===== config.mk =====
export PLATFORM = sky130hd
export DESIGN_NAME = ascon_out_framer
export DESIGN_NICKNAME = d
export VERILOG_FILES = /design/src/rtl/ascon_out_framer.sv
export SDC_FILE = /design/constraint.sdc
export NUM_CORES = 1
export LEC_CHECK = 0
export CAP_MARGIN = 30
export CELL_PAD_IN_SITES_DETAIL_PLACEMENT = 1
export CELL_PAD_IN_SITES_GLOBAL_PLACEMENT = 2
export CORE_UTILIZATION = 47
export CTS_CLUSTER_SIZE = 24
export DETAILED_ROUTE_END_ITERATION = 8
export HOLD_SLACK_MARGIN = 0.08
export PLACE_DENSITY = 0.92
export SYNTH_ARGS = -nofsm -noshare
export SYNTH_HDL_FRONTEND = slang
export SYNTH_SLANG_ARGS = --single-unit

===== constraint.sdc =====
create_clock -name clk -period 8.3 [get_ports clk]
set_input_delay 0.83 -clock clk [delete_from_list [all_inputs] [get_ports clk]]
set_output_delay 0.83 -clock clk [all_outputs]
set_load 0.02 [all_outputs]

===== src/rtl/ascon_out_framer.sv =====
// ascon_out_framer: consumer side of the Ascon core output interface.
// Collects bdo words into a segment buffer and emits a framed 32-bit stream:
// one header word {op[3:0], flags[3:0], len[23:0]} followed by the data words.
// Tag verification results are emitted as a single word {4'hF, 3'b000, auth, 24'h0}.
//
// Ports:
//   clk, rst                     clock, synchronous active-high reset
//   bdo, bdo_valid, bdo_ready    output data word from the core (handshake)
//   bdo_type, bdo_eot            word type and end-of-segment marker
//   auth, auth_valid, auth_ready tag verification result (handshake)
//   out_data, out_valid, out_ready framed output stream to the sink
module ascon_out_framer #(
  parameter int unsigned CCW   = 32,
  parameter int unsigned DEPTH = 8
) (
  input  logic           clk,
  input  logic           rst,
  input  logic [CCW-1:0] bdo,
  input  logic           bdo_valid,
  output logic           bdo_ready,
  input  logic [3:0]     bdo_type,
  input  logic           bdo_eot,
  input  logic           auth,
  input  logic           auth_valid,
  output logic           auth_ready,
  output logic [31:0]    out_data,
  output logic           out_valid,
  input  logic           out_ready
);

  localparam int unsigned AW = $clog2(DEPTH);
  localparam int unsigned CW = AW + 1;
  localparam logic [CW-1:0] LastIdx = CW'(DEPTH - 1);
  localparam logic [CW-1:0] CntOne  = CW'(1);

  typedef enum logic [1:0] {StCollect, StAuth, StHdr, StDrain} state_e;

  state_e          state_q, state_d;
  logic [CW-1:0]   cnt_q, cnt_d;
  logic [AW-1:0]   rd_q, rd_d;
  logic [3:0]      type_q, type_d;
  logic            eot_q, eot_d;    // header flags[0]: closed by eot
  logic            seg_q, seg_d;    // a closed segment awaits its header
  logic            auth_q, auth_d;
  logic            run_q;           // holds input readies low for one cycle after reset
  // A word of a different type closes the current segment; it is parked here
  // so it is never dropped, then seeds the next segment.
  logic            pend_q, pend_d;
  logic [CCW-1:0]  pend_data_q, pend_data_d;
  logic [3:0]      pend_type_q, pend_type_d;
  logic            pend_eot_q, pend_eot_d;

  logic [CCW-1:0]  mem [DEPTH];
  logic            wr_en;
  logic [AW-1:0]   wr_addr;
  logic [CCW-1:0]  wr_data;
  logic            closed;

  always_comb begin
    state_d     = state_q;
    cnt_d       = cnt_q;
    rd_d        = rd_q;
    type_d      = type_q;
    eot_d       = eot_q;
    seg_d       = seg_q;
    auth_d      = auth_q;
    pend_d      = pend_q;
    pend_data_d = pend_data_q;
    pend_type_d = pend_type_q;
    pend_eot_d  = pend_eot_q;
    bdo_ready   = 1'b0;
    auth_ready  = 1'b0;
    out_valid   = 1'b0;
    out_data    = '0;
    wr_en       = 1'b0;
    wr_addr     = cnt_q[AW-1:0];
    wr_data     = bdo;
    closed      = 1'b0;

    unique case (state_q)
      StCollect: begin
        bdo_ready  = run_q;
        auth_ready = run_q && (cnt_q == '0);
        if (auth_valid && auth_ready) begin
          auth_d  = auth;
          state_d = StAuth;
        end
        if (bdo_valid && bdo_ready) begin
          if ((cnt_q != '0) && (bdo_type != type_q)) begin
            pend_d      = 1'b1;
            pend_data_d = bdo;
            pend_type_d = bdo_type;
            pend_eot_d  = bdo_eot;
            eot_d       = 1'b0;
            closed      = 1'b1;
          end else begin
            wr_en = 1'b1;
            cnt_d = cnt_q + CntOne;
            if (cnt_q == '0) type_d = bdo_type;
            if (bdo_eot) begin
              eot_d  = 1'b1;
              closed = 1'b1;
            end else if (cnt_q == LastIdx) begin
              eot_d  = 1'b0;
              closed = 1'b1;
            end
          end
        end
        // An auth accepted together with a closing word is emitted first.
        if (closed) begin
          seg_d = 1'b1;
          if (state_d != StAuth) state_d = StHdr;
        end
      end
      StAuth: begin
        out_valid = 1'b1;
        out_data  = {4'hF, 3'b000, auth_q, 24'h000000};
        if (out_ready) state_d = seg_q ? StHdr : StCollect;
      end
      StHdr: begin
        out_valid = 1'b1;
        out_data  = {type_q, 3'b000, eot_q, 24'({cnt_q, 2'b00})};
        if (out_ready) begin
          rd_d    = '0;
          seg_d   = 1'b0;
          state_d = StDrain;
        end
      end
      StDrain: begin
        out_valid = 1'b1;
        out_data  = mem[rd_q];
        if (out_ready) begin
          if ({1'b0, rd_q} == cnt_q - CntOne) begin
            cnt_d   = '0;
            state_d = StCollect;
            if (pend_q) begin
              pend_d  = 1'b0;
              wr_en   = 1'b1;
              wr_addr = '0;
              wr_data = pend_data_q;
              cnt_d   = CntOne;
              type_d  = pend_type_q;
              if (pend_eot_q) begin
                eot_d   = 1'b1;
                seg_d   = 1'b1;
                state_d = StHdr;
              end
            end
          end else begin
            rd_d = rd_q + 1'b1;
          end
        end
      end
      default: state_d = StCollect;
    endcase
  end

  always_ff @(posedge clk) begin
    if (rst) begin
      state_q     <= StCollect;
      cnt_q       <= '0;
      rd_q        <= '0;
      type_q      <= '0;
      eot_q       <= 1'b0;
      seg_q       <= 1'b0;
      auth_q      <= 1'b0;
      run_q       <= 1'b0;
      pend_q      <= 1'b0;
      pend_data_q <= '0;
      pend_type_q <= '0;
      pend_eot_q  <= 1'b0;
    end else begin
      state_q     <= state_d;
      cnt_q       <= cnt_d;
      rd_q        <= rd_d;
      type_q      <= type_d;
      eot_q       <= eot_d;
      seg_q       <= seg_d;
      auth_q      <= auth_d;
      run_q       <= 1'b1;
      pend_q      <= pend_d;
      pend_data_q <= pend_data_d;
      pend_type_q <= pend_type_d;
      pend_eot_q  <= pend_eot_d;
    end
  end

  // Buffer contents need no reset; cnt_q defines what is valid.
  always_ff @(posedge clk) begin
    if (wr_en) mem[wr_addr] <= wr_data;
  end

endmodule


==> results.ini, run 1 <==
[drt]
routed_wl_um = 32000
vias = 7455
avgViaCountPerCell = 5.94
first_pass_iters = 6
post_drt_wl_per_cell_um = 25.5
drt_iter0_markers = 617
antenna_left = 0
drc = 0

[global_routing]
grt_pass1_wl_um = 49300
grt_pass1_vias = 8103
grt_max_degree = 60
grt_use_total_pct = 23.5
grt_overflow_total = 0
antenna_found_initial = 0

[finish]
area_delta_synth_final_pct = 18.1
drive_gt1_share_pct = 20.0
final_nets = 942
postLayoutCoreUtil_pct = 56.6
antenna_cells = 0
fin_cells = 1255

[run_status]
status = complete, no violations

[logic_synthesis]
yosysTopAreaCell = edfxtp_1
avgSynthCellArea_um2 = 16.0
yosys_register_bits = 314
yosys.area_share.xor_xnor_pct = 0.473
synth_compound_area_share_pct = 5.39
syn_nets = 863
yosysWarnings = 0
synth-edff-count = 256
synth_area_um2 = 13000
muxShareOfSynthArea_pct = 16.5
synth.top_cell.area_share_pct = 59.3
synth_top_flop_cell = edfxtp_1
netlist_top_cells_area = edfxtp_1, mux4_2, dfxtp_1
synth_fa_ha_area_share_pct = 0.869
syn_inst = 811
synth_top_family_by_area = multiplexers
async_flop_share_pct = 0
yosysUniqueCellTypes = 59
ys_seq_area_share_pct = 68.3
synthSimpleGateAreaFrac_pct = 6.22

[sta]
slew_viol_final = 0
period_share_pct = 55.5
worstMarginPinSlew_ns = 0.980
hold_viol = 0
max_slew_margin_pct = 34.3
setup_viol = 0
min_period_ns = 4.60
tns_ns = 0
fmax_mhz = 217
rsz0062_at_grt = false
skew_ns = 0.0205

[power_and_ir_drop]
power.total_mw = 3.85
p_int_mw = 2.89
seqPwrFrac_pct = 47.4
pwr-share-comb_pct = 14.1
swShare_pct = 25.0
clockPowerShare_pct = 38.6
power.switching_mw = 0.962
peakVddDrop_mv = 0.148
powerDensity_nw_per_um2 = 251
total_leakage_power_nw = 4.71

[worst_setup_path]
start_kind = register
path_class = register to register
arrival_ns = 4.75
critPathRequiredTime_ns = 8.44
r2r_slack_ns = 3.70
critPathMaxFanout = 25
crit_path_end_kind = register

[clock_tree]
clkTransAtPathRegs_ns = 0.06
post_cts_buffers = 0
cts_tree = built
cts_buffer_depth = 3
htreeDepth = 2
insertion_delay_ns = 0.51
cts_root_buf = clkbuf_16
cts_resized = 0
ctsHoldBuffers = 0
cts_sinks = 314
numCtsBuffers = 34

[floorplanning]
start_util_pct = 48.0
die_height_um = 168
die_area_um2 = 28200
rows = 60
ios = 78
die_x_um = 168
core_um2 = 27000

[place]
io_buffers = 77
dpl.hpwl_um = 19600
dp.cells = 1195
gp_congestion = 0.780

[min_path]
min_path_type = register to register

[job]
drv_cap = 0

-- worst max-delay path, cell delays in order (launching register included) --
cell	delay, ns
dfxtp_1	0.52
inv_1	0.21
ha_1	0.26
xor2_1	0.17
and2_1	0.27
o211a_1	0.50
buf_4	0.40
or4b_4	0.61
nor3_2	0.77
buf_4	0.53
-- area by class of cell --
type / instances / area, um2
Clock buffer: 51 / 966
Tap cell: 341 / 427
Multi-Input combinational cell: 431 / 3880
Clock inverter: 9 / 125
Sequential cell: 314 / 8850
Timing Repair Buffer: 94 / 996
Fill cell: 2529 / 11700
Inverter: 15 / 56.3
-- metrics by stage --
step                      setup WS [ns]  cell area, um2  hold slack (ns)
after floorplan                    3.61           13000            0.431
after global placement             3.72           14100            0.439
after detailed placement           3.53           14200            0.447
after CTS                          3.59           15300            0.457
after global routing               3.46           15300            0.475
final                              3.70           15300            0.453
-- logic make-up after synthesis --
group           count (synthesis)
xor+xnor                        7
flops                         314
simple gates                  181
mux                           129
buf+inv                        66
fa+ha+maj                       9
compound gates                105
-- registers in the layout, indices dropped and copies added, names as in the netlist, 2 cells and up, named ones only --
| register | count |
|---|---|
| type_q | 4 |
| cnt_q | 4 |
| state_q | 2 |
| pend_data_q | 32 |
| pend_type_q | 4 |
| rd_q | 3 |
| mem | 256 |
-- power by group through the flow --
stage | logic, mW | registers [mW] | clock network (mW)
after floorplan | 0.347 | 1.83 | 0
after global placement | 0.510 | 1.85 | 0
after detailed placement | 0.533 | 1.85 | 0
after CTS | 0.542 | 1.82 | 1.51
after global routing | 0.578 | 1.83 | 1.56
final | 0.541 | 1.82 | 1.48
-- path summary, 6_finish.rpt --
kind                   start              end  cells past startpoint
max                 cnt_q[0]       mem[1][31]                      9
min          pend_data_q[11]  pend_data_q[11]                      2
max reg2reg         cnt_q[0]       mem[1][31]                      9
min reg2reg  pend_data_q[11]  pend_data_q[11]                      2
-- cells in the mapped netlist, drive strengths merged (2+ instances only) --
library cell    n
a2111oi         3
a211o           3
a211oi          6
a21oi          44
a221oi          6
a2bb2oi         2
a31oi           7
and2            4
and3            3
buf            24
clkbuf         27
dfxtp          58
edfxtp        256
ha              9
inv            14
mux2           37
mux2i          28
mux4           64
nand2         100
nand3           8
nand3b          4
nand4           4
nor2           41
nor2b           2
nor3            9
o211a           2
o211ai          2
o21ai          12
o221ai          3
o31a            2
o31ai           2
or4b            2
xnor2           6
-- layout by cell type (no fill, tap or decap), types with 4 or more instances in the layout --
cell,synthesis,routed
edfxtp_1,256,256
nand2_1,100,100
clkdlybuf4s50_1,0,76
mux4_2,64,64
dfxtp_1,58,55
a21oi_1,44,44
mux2_2,37,37
clkbuf_16,0,35
nor2_1,41,33
mux2i_1,28,28
inv_1,14,14
clkbuf_1,27,13
o21ai_0,11,11
buf_4,5,10
ha_1,9,9
nor2_4,0,8
nand3_1,8,8
a31oi_1,7,7
nor3_1,7,6
xnor2_1,6,6
a221oi_1,6,6
a211oi_1,6,6
buf_12,0,5
and2_1,4,4
nand3b_1,4,4
nand4_1,4,4
-- metal layers --
metal / vias up / wire, um / GRT usage, % / share of wire, %
met5: - / 0 / 0 / 0
met4: 0 / 993 / 9.05 / 3.1
met3: 68 / 1570 / 3.81 / 4.9
met2: 235 / 16200 / 40.5 / 51
met1: 3847 / 13200 / 30.0 / 41
li1: 3305 / - / - / -
(Power assumes the default switching activity.)
==> run 2, diff against run 1 <==
- CORE_UTILIZATION: 47 -> 44
- PLACE_DENSITY: 0.92 -> 0.87
- clock period: 8.3 -> 4.8 ns (I/O delays scaled with it)
==> results.ini, run 2 (synthesis results as in run 1) <==
[floorplanning]
core_um2 = 28900  ; +6.8%
start_util_pct = 44.9  ; -3.0 points
die_x_um = 174  ; +3.3%
rows = 62  ; +3.3%
ios = 78  ; unchanged
die_area_um2 = 30100  ; +6.7%
die_height_um = 174  ; +3.3%

[drt]
first_pass_iters = 5  ; -1
routed_wl_um = 31200  ; -2.4%
drc = 0  ; unchanged
avgViaCountPerCell = 5.74  ; -3.4%
vias = 7469  ; +0.19%
post_drt_wl_per_cell_um = 24.0  ; -5.9%
drt_iter0_markers = 638  ; +3.4%
antenna_left = 0  ; unchanged

[finish]
fin_cells = 1302  ; +3.7%
nFillCells = 2729  ; +7.9%
finalInstanceArea_um2 = 15300  ; -0.34%
largest_reg_flops = 256  ; unchanged
area_delta_synth_final_pct = 17.7
reg_top3 = mem: 256 flops, pend_data_q: 32 flops
final_nets = 945  ; +0.32%
layout_commonest_cell = edfxtp_1
antenna_cells = 0  ; unchanged
layout_common_cells = edfxtp_1, nand2_1, clkdlybuf4s50_1
top_register = mem
drive_gt1_share_pct = 20.5  ; +0.46 points

[sta]
worstMarginPinSlew_ns = 0.733  ; -0.247 ns
fmax_mhz = 270  ; +24%
period_share_pct = 77.1  ; +22 points
hold_viol = 0  ; unchanged
skew_ns = 0.0245  ; +0.00395 ns
max_slew_margin_pct = 51.1  ; +17 points
tns_ns = 0  ; unchanged
min_period_ns = 3.70  ; -0.903 ns
setup_viol = 0  ; unchanged
rsz0062_at_grt = false
slew_viol_final = 0  ; unchanged

[clock_tree]
cts_resized = 0  ; unchanged
cts_tree = built
clkTransAtPathRegs_ns = 0.06  ; about the same
htreeDepth = 2  ; unchanged
numCtsBuffers = 34  ; unchanged
cts_sinks = 314  ; unchanged
cts_buffer_depth = 3  ; unchanged
insertion_delay_ns = 0.52  ; about the same
ctsHoldBuffers = 0  ; unchanged
cts_root_buf = clkbuf_16
post_cts_buffers = 0  ; unchanged

[power_and_ir_drop]
total_leakage_power_nw = 4.68  ; -0.68%
peakVddDrop_mv = 0.218  ; +47%
powerDensity_nw_per_um2 = 423  ; +68%

[global_routing]
antenna_found_initial = 0  ; unchanged
grt_overflow_total = 0  ; unchanged
grt_pass1_wl_um = 48200  ; -2.2%
grt_pass1_vias = 8224  ; +1.5%
grt_max_degree = 37  ; -38%
grt_use_total_pct = 21.2  ; -2.3 points

[worst_setup_path]
r2r_cells = 8  ; -1
arrival_ns = 3.91  ; -0.84 ns
crit_path_end_kind = register
r2r_slack_ns = 1.10  ; -2.60 ns
timing.rr.end = mem[3][5]
start_kind = register
critPathRequiredTime_ns = 5.01  ; -3.43 ns
path_class = register to register
critPathMaxFanout = 19  ; -24%
r2r-start = cnt_q[0]

[job]
drv_cap = 0  ; unchanged

[min_path]
min_from = pend_data_q[2]
whs_endpoint = pend_data_q[2]
min_path_type = register to register
min_path_cells = 2  ; unchanged

[run_status]
status = complete, no violations

[place]
dp.cells = 1241  ; +3.8%
gp_congestion = 0.773  ; -0.90%
dpl.hpwl_um = 19800  ; +0.84%
dpl-instance-area_um2 = 14200  ; +0.17%
io_buffers = 77  ; unchanged

run 2: cell count changes in the layout (fill, tap and decap cells not counted), sizes merged:
cell      change
clkinv        +8
clkbuf        -7
bufinv        -3
buf           +3
clkinvlp      +1
inv           +2
run 2: routing by layer:
metal / global-route usage [%] / part of all wire, % / up-vias
met5: 0 / 0 / -
met4: 5.56 / 1.8 / 0
met3: 2.43 / 4.3 / 47
met2: 36.3 / 51 / 211
met1: 28.8 / 43 / 3896
li1: - / - / 3315
run 2: worst max-delay path by stage:
stage	end	slack (ns)	from	depth (start not counted)
after global routing	mem[3][31]	0.90	cnt_q[0]	8
after floorplan	mem[1][0]	0.11	cnt_q[0]	9
after global placement	mem[3][17]	1.08	bdo_type[0]	7
after detailed placement	mem[3][12]	0.99	bdo_type[1]	7
after CTS	out_data[2]	1.02	state_q[1]	7
final	mem[3][5]	1.10	cnt_q[0]	8
run 2: cell type report:
| cell class | count | area [um2] | share of cell area, % |
|---|---|---|---|
| clock buffers | 44 | 908 | 5.96 |
| clock inverters | 17 | 106 | 0.697 |
| well taps | 384 | 480 | 3.15 |
| inverters | 15 | 56.3 | 0.369 |
| flip-flops and latches | 314 | 8850 | 58.1 |
| multi-input cells | 431 | 3880 | 25.4 |
| repair buffers | 97 | 966 | 6.33 |
run 2: worst max-delay path, stage by stage, from the launching register on:
cell and delay (ns):
dfxtp_1 0.40, inv_1 0.23, ha_1 0.22, nor3b_4 0.35
a41oi_1 0.17, nor2_1 0.61, or4b_4 0.62, nor2_4 0.52
buf_12 0.26
run 2: report_power, final:
| group | switching [mW] | internal (mW) |
|---|---|---|
| clock | 1.03 | 1.35 |
| combinational | 0.556 | 0.370 |
| sequential | 0.0791 | 3.07 |
| total | 1.67 | 4.78 |
run 2: per-stage QoR:
stage / hold WS [ns] / total power [mW] / worst slack (ns) / utilization [%]
3_3_place_gp: 0.438 / 4.09 / 1.08 / 49.3
4_1_cts: 0.453 / 6.52 / 1.02 / 52.9
5_1_grt: 0.476 / 6.69 / 0.899 / 52.9
2_1_floorplan: 0.431 / 3.76 / 0.106 / -
3_5_place_dp: 0.445 / 4.12 / 0.987 / 49.3
6_report: 0.452 / 6.45 / 1.10 / 52.9
==> run 3, diff against run 2 <==
- clock period: 4.8 -> 3.67 ns (I/O delays scaled with it)
==> results.ini, run 3 (synthesis results as in run 1) <==
[finish]
drive_gt1_share_pct = 21.5  ; +0.99 points
postLayoutCoreUtil_pct = 53.6  ; +0.77 points
reg_top3 = mem: 256 flops, pend_data_q: 32 flops
largest_reg_flops = 256  ; unchanged
layout_commonest_cell = edfxtp_1
layout_common_cells = edfxtp_1, nand2_1, clkdlybuf4s50_1
final_nets = 953  ; +0.85%
antenna_cells = 0  ; unchanged
finalInstanceArea_um2 = 15500  ; +1.5%
fin_cells = 1311  ; +0.69%
top_register = mem
area_delta_synth_final_pct = 19.4

[clock_tree]
cts_tree = built
cts_sinks = 314  ; unchanged
ctsHoldBuffers = 0  ; unchanged
insertion_delay_ns = 0.51  ; about the same
htreeDepth = 2  ; unchanged
cts_resized = 0  ; unchanged
numCtsBuffers = 35  ; +2.9%
cts_root_buf = clkbuf_16
post_cts_buffers = 0  ; unchanged
cts_buffer_depth = 3  ; unchanged
clkTransAtPathRegs_ns = 0.06  ; about the same

[floorplanning]
rows = 62  ; unchanged
start_util_pct = 44.9  ; unchanged
die_height_um = 174  ; unchanged
die_x_um = 174  ; unchanged
core_um2 = 28900  ; unchanged
die_area_um2 = 30100  ; unchanged
ios = 78  ; unchanged

[worst_setup_path]
r2r_slack_ns = 0.38  ; -0.72 ns
setup.worst_path.start = state_q[1]
critPathRequiredTime_ns = 3.30  ; -1.71 ns
arrival_ns = 3.00  ; -0.91 ns
worstSetupEndpoint = out_data[4]
r2r-start = cnt_q[0]
path_class = register to output pin
r2r_cells = 9  ; +1
timing.rr.end = mem[0][9]
crit_path_end_kind = output pin
start_kind = register
critPathMaxFanout = 12  ; -7

[place]
gp_congestion = 0.768  ; -0.58%
dp.cells = 1248  ; +0.56%
dpl_worst_slack_ns = 0.416  ; -0.572 ns
dpl.hpwl_um = 20200  ; +2.1%
dpl-instance-area_um2 = 14400  ; +0.94%
io_buffers = 77  ; unchanged

[drt]
post_drt_wl_per_cell_um = 24.7  ; +2.9%
drt_iter0_markers = 543  ; -15%
avgViaCountPerCell = 5.77  ; +0.56%
routed_wl_um = 32400  ; +3.6%
drc = 0  ; unchanged
antenna_left = 0  ; unchanged
first_pass_iters = 5  ; unchanged
vias = 7563  ; +1.3%

[sta]
rsz0062_at_grt = false
setup_viol = 0  ; unchanged
slew_viol_final = 0  ; unchanged
min_period_ns = 3.37
fmax_mhz = 297
hold_viol = 0  ; unchanged
timing.hold.ws_ns = 0.307  ; -0.144 ns
worstMarginPinSlew_ns = 0.843  ; +0.110 ns
max_slew_margin_pct = 43.7  ; -7.5 points
finalWorstSetupSlack_ns = 0.298  ; -0.800 ns
period_share_pct = 91.9
tns_ns = 0  ; unchanged
skew_ns = 0.0127  ; -0.0118 ns

[global_routing]
grt_overflow_total = 0  ; unchanged
grt_use_total_pct = 21.9  ; +0.70 points
grt_pass1_vias = 8148  ; -0.92%
antenna_found_initial = 0  ; unchanged
grt_pass1_wl_um = 49400  ; +2.4%
grt_max_degree = 33  ; -11%

[power_and_ir_drop]
seqPwrFrac_pct = 47.2  ; -1.6 points
powerDensity_nw_per_um2 = 563  ; +33%
total_leakage_power_nw = 4.78  ; +2.2%
power.switching_mw = 2.22  ; +33%
clockPowerShare_pct = 38.7  ; +1.8 points
swShare_pct = 25.4  ; -0.45 points
power.total_mw = 8.72  ; +35%
pwr-share-comb_pct = 14.1  ; -0.2 points
peakVddDrop_mv = 0.265  ; +22%
p_int_mw = 6.51  ; +36%

[run_status]
status = complete, no violations

[min_path]
min_path_type = input port to register
min_path_cells = 2  ; unchanged

[job]
drv_cap = 0  ; unchanged

==> run 3: worst min-delay path by stage <==
stage                         start               to  slack (ns)
floorplan            pend_type_q[0]   pend_type_q[0]        0.43
global placement    pend_data_q[16]  pend_data_q[16]        0.44
detailed placement   pend_data_q[4]   pend_data_q[4]        0.45
CTS                             rst            run_q        0.28
global route                    rst            run_q        0.28
finish                          rst            run_q        0.31
==> run 3: power by group through the flow <==
| stage | clock (mW) | combinational (mW) | sequential, mW |
|---|---|---|---|
| 3_3_place_gp | 0 | 1.19 | 4.17 |
| 6_report | 3.38 | 1.23 | 4.12 |
| 2_1_floorplan | 0 | 0.785 | 4.14 |
| 4_1_cts | 3.44 | 1.23 | 4.12 |
| 3_5_place_dp | 0 | 1.22 | 4.19 |
| 5_1_grt | 3.56 | 1.32 | 4.13 |
==> run 3: final cells by class <==
class                      instances  area, um2
sequential                       314       8850
fill                            2747      13400
multi-input combinational        431       3890
tap                              384        480
timing repair buffer             104       1090
clock inverter                    18        138
clock buffer                      45        966
inverter                          15       56.3
==> run 3: worst max-delay path, cell delays in order, from the launching register on <==
cell             delay, ns
dfxtp_1               0.49
ha_1                  0.57
nor2b_1               0.50
nand2_1               0.11
o21ai_0               0.16
clkdlybuf4s50_1       0.67
==> run 3: per-layer routing <==
metal	share of wire, %	track usage [%]	routed length, um	vias to the layer above
li1	-	-	-	3336
met1	41	28.1	13200	3947
met2	52	38.2	16700	232
met3	5.2	3.27	1690	48
met4	2.4	6.98	778	0
met5	0	0	0	-
==> patch 1: new RTL, flow settings as in run 3 <==
`DEPTH`: 8 -> 4.
--- a/src/rtl/ascon_out_framer.sv
+++ b/src/rtl/ascon_out_framer.sv
@@ -11,7 +11,7 @@
 //   out_data, out_valid, out_ready framed output stream to the sink
 module ascon_out_framer #(
   parameter int unsigned CCW   = 32,
-  parameter int unsigned DEPTH = 8
+  parameter int unsigned DEPTH = 4
 ) (
   input  logic           clk,
   input  logic           rst,
Function: no difference found for any inputs over 4 cycles, from zero or initial values and one cycle with rst high; that may be too few to reach the edited logic, so the function may still have changed.
==> patch 1 against run 3 <==
  * Synthesized area is 39% lower
  * Sequential cell count is 131 lower
  * Design area is 38% lower
  * Sequential power is 38% lower
  * Maximum frequency is 0.75% lower
  * Setup slack worse by 25 ps
  * Total power is 33% lower
  * Wire length is 41% lower
  * Largest power group unchanged
  * Count of clock-buffer cells in the layout is 25 lower
  * Highest routed layer unchanged
==> patch 1: results (changes against run 3) <==
[detailed_routing]
drtPass1Iterations = 4  ; -1
drt-vias-per-instance = 5.63  ; -2.4%
drt-wirelength-per-cell_um = 21.6  ; -13%

[layout]
seq_cells = 183  ; -42%
inv_count = 11  ; -4
multiInputCombCellCount = 339  ; -21%
n_all_buffers = 95  ; -8.7%
fill_cells = 1706  ; -38%
buf_share_pct = 9.50  ; +2.4 points
regArea_um2 = 4950  ; -44%
stdcell_count = 885  ; -32%
nets = 699  ; -27%
clock_area_share_pct = 6.21  ; -0.92 points
drive_above_1_share_pct = 20.0  ; -1.5 points
top_regs = mem (128), pend_data_q (32)

[pwr]
peakVddDrop_mv = 0.514  ; +94%
powerDensity_nw_per_um2 = 612  ; +8.6%
p_seq_share_pct = 43.5  ; -3.7 points
p_int_mw = 4.11  ; -37%
power.total_mw = 5.88  ; -33%
power_leakage_nw = 3.23  ; -32%
power_frac_clock_pct = 31.5  ; -7.2 points

[global_routing]
grt_max_degree = 36  ; +9.1%
grtUsageTotal_pct = 22.2  ; +0.35 points
grt_pass1_wl_um = 29800  ; -40%
grt_pass1_vias = 5447  ; -33%

[clocking]
clockBufferDepth = 2  ; -1
cts_made_buffers = 17  ; -51%
htreeDepth = 4  ; +2

[placed_design]
dp_hpwl_um = 12800  ; -37%
place_congestion = 0.844  ; +9.8%
place_inst = 853  ; -32%
placed_area_um2 = 9020  ; -37%
place_ws_ps = 429  ; +13.1 ps

[timing]
fin_skew_ps = 6.29  ; -6.36 ps
maxSlewHeadroom_pct = 47.2  ; +3.5 points

[worst_setup_path]
cp_max_fo = 27  ; +15
ff2ff_path_depth = 7  ; -2
crit_arrival_ps = 3030  ; +30 ps
r2r_setup_slack_ps = 440  ; +60 ps

[yosys]
synth_mux_area_share_pct = 15.9  ; -0.60 points
synthAdderAreaFrac_pct = 1.42  ; +0.55 points
synth_fp_nets = 616  ; -29%
synth_compound_area_share_pct = 6.70  ; +1.3 points
postSynthAreaPerCell_um2 = 14.1  ; -12%
synth-edff-count = 128  ; -50%
synthXorXnorAreaFrac_pct = 0.962  ; +0.49 points
synth_seq_area_share_pct = 62.3  ; -5.9 points

[die]
num_rows = 48  ; -23%

[worst_hold_path]
min_to = auth_q

[status]
status = complete, no violations

==> patch 1: how the worst max path moves through the flow <==
stage | startpoint | cells past startpoint | to
floorplan | cnt_q[0] | 6 | mem[1][0]
global placement | cnt_q[0] | 7 | mem[0][30]
detailed placement | cnt_q[0] | 7 | mem[3][24]
CTS | state_q[1] | 6 | out_data[3]
global route | state_q[1] | 6 | out_data[3]
finish | state_q[1] | 6 | out_data[3]
==> patch 1: layer usage <==
layer	GRT usage (%)	vias to the layer above	wire length [um]
met1	25.9	2549	7750
met3	4.40	31	748
met4	9.14	0	462
li1	-	2278	-
met5	0	-	0
met2	39.8	123	10100
==> patch 1: critical path, cell delays in order, from the launching register on <==
cell             delay (ps)
dfxtp_1                 510
ha_1                    570
nor2b_2                 240
buf_4                   300
nand2_1                 140
o21ai_0                 160
clkdlybuf4s50_1         680
==> patch 2: new RTL, flow settings as in run 3 <==
Without the edit above. One comparison of `cnt_q` changes from == to >=.
--- a/src/rtl/ascon_out_framer.sv
+++ b/src/rtl/ascon_out_framer.sv
@@ -100,7 +100,7 @@
             if (bdo_eot) begin
               eot_d  = 1'b1;
               closed = 1'b1;
-            end else if (cnt_q == LastIdx) begin
+            end else if (cnt_q >= LastIdx) begin
               eot_d  = 1'b0;
               closed = 1'b1;
             end
Behaviour: no difference found for any inputs over 4 cycles, from zero or initial values and one cycle with rst high; that may be too few to reach the edited logic, so the function may still have changed.
==> patch 2 against run 3 <==
  * Setup slack better by 31 ps
  * Global-route usage down 0.43 points
  * Register-to-register slack better by 130 ps
  * Via count down 2.7%
  * Sequential power down 1%
  * Sequential cell count unchanged
  * Design area up 0.32%
  * Critical path depth up 1
  * Total power down 1.4%
  * Synthesized area up 0.58%
  * Sequential share of layout area down 0.18 points
  * Non-clock buffer count up 4
  * Wire length down 2.2%
==> patch 2: results (changes against run 3) <==
[pwr]
power_leakage_nw = 4.81  ; +0.64%
p_sw_mw = 2.09  ; -5.5%
power.total_mw = 8.60  ; -1.4%
peakVddDrop_mv = 0.352  ; +33%
p_comb_mw = 1.13  ; -8%

[placed_design]
place_inst = 1245  ; -0.24%
place_ws_ps = 237  ; -179 ps
placed_area_um2 = 14400  ; +0.30%
place_congestion = 0.794  ; +3.4%
dp_hpwl_um = 20100  ; -0.48%

[yosys]
synth_seq_area_share_pct = 67.9  ; -0.39 points
synth_common_cells = 256 x edfxtp_1, 105 x nand2_1, 64 x mux4_2
synthTopCellsByArea = edfxtp_1 59%, mux4_2 11%, dfxtp_1 8.9%
synth_fp_nets = 855  ; -0.93%
synthAdderAreaFrac_pct = 0.864  ; -0.0050 points
synthXorXnorAreaFrac_pct = 0.470  ; -0.0027 points
synth_compound_area_share_pct = 5.33  ; -0.060 points
synth.distinct_cells = 61  ; +3.4%
synthCells = 803  ; -0.99%
synth_mux_area_share_pct = 16.6  ; +0.068 points

[global_routing]
grtUsageMet3_pct = 3.65  ; +0.39 points
grt_pass1_wl_um = 48300  ; -2.2%
gr-usage-met1_pct = 27.6  ; -0.56 points
grt_max_degree = 56  ; +70%
use_met2_pct = 36.8  ; -1.4 points
antenna_found_initial = 0  ; unchanged
grtUsageTotal_pct = 21.4  ; -0.43 points

[detailed_routing]
drt-vias-per-instance = 5.63  ; -2.3%
first_iter_violations = 485  ; -11%
drt-wirelength-per-cell_um = 24.2  ; -1.8%
wl_um = 31700  ; -2.2%

[worst_setup_path]
cp_max_fo = 9  ; -3
crit_arrival_ps = 2970  ; -30 ps
ff2ff_path_depth = 8  ; -1

[timing]
max_freq_mhz = 299  ; +0.92%
worst_pin_slew_ps = 906  ; +63.0 ps
fin_skew_ps = 12.8  ; +0.192 ps

[layout]
drive_above_1_share_pct = 22.2  ; +0.77 points
nets = 949  ; -0.42%

[status]
status = complete, no violations

[clocking]
clk_pin_slew_ps = 70

-- patch 2: cell count changes after synthesis, moves of 6 or more --
cell | before | now
nor2_1 | 41 | 34
a221oi_1 | 6 | 0
nor3_1 | 7 | 1
xnor2_1 | 6 | 0
xor2_1 | 1 | 7
-- patch 2: worst paths after layout --
path | from | endpoint | slack (ps)
worst max-delay path | state_q[1] | out_data[2] | 330
worst min-delay path | rst | run_q | 270
worst max register to register | cnt_q[1] | mem[3][31] | 510
worst min register to register | pend_data_q[6] | pend_data_q[6] | 450
-- patch 2: layout make-up --
type | instances | area [um^2]
fillers | 2735 | 13400
flip-flops and latches | 314 | 8850
multi-input cells | 428 | 3940
repair buffers | 108 | 1110
clock buffers | 41 | 908
well taps | 384 | 480
clock inverters | 20 | 199
inverters | 11 | 41.3
-- patch 2: metal layers --
layer  vias up  wire length [um]
met5         -                 0
met4         0               842
met3        49              1360
met2       187             16100
met1      3829             13300
li1       3294                 -
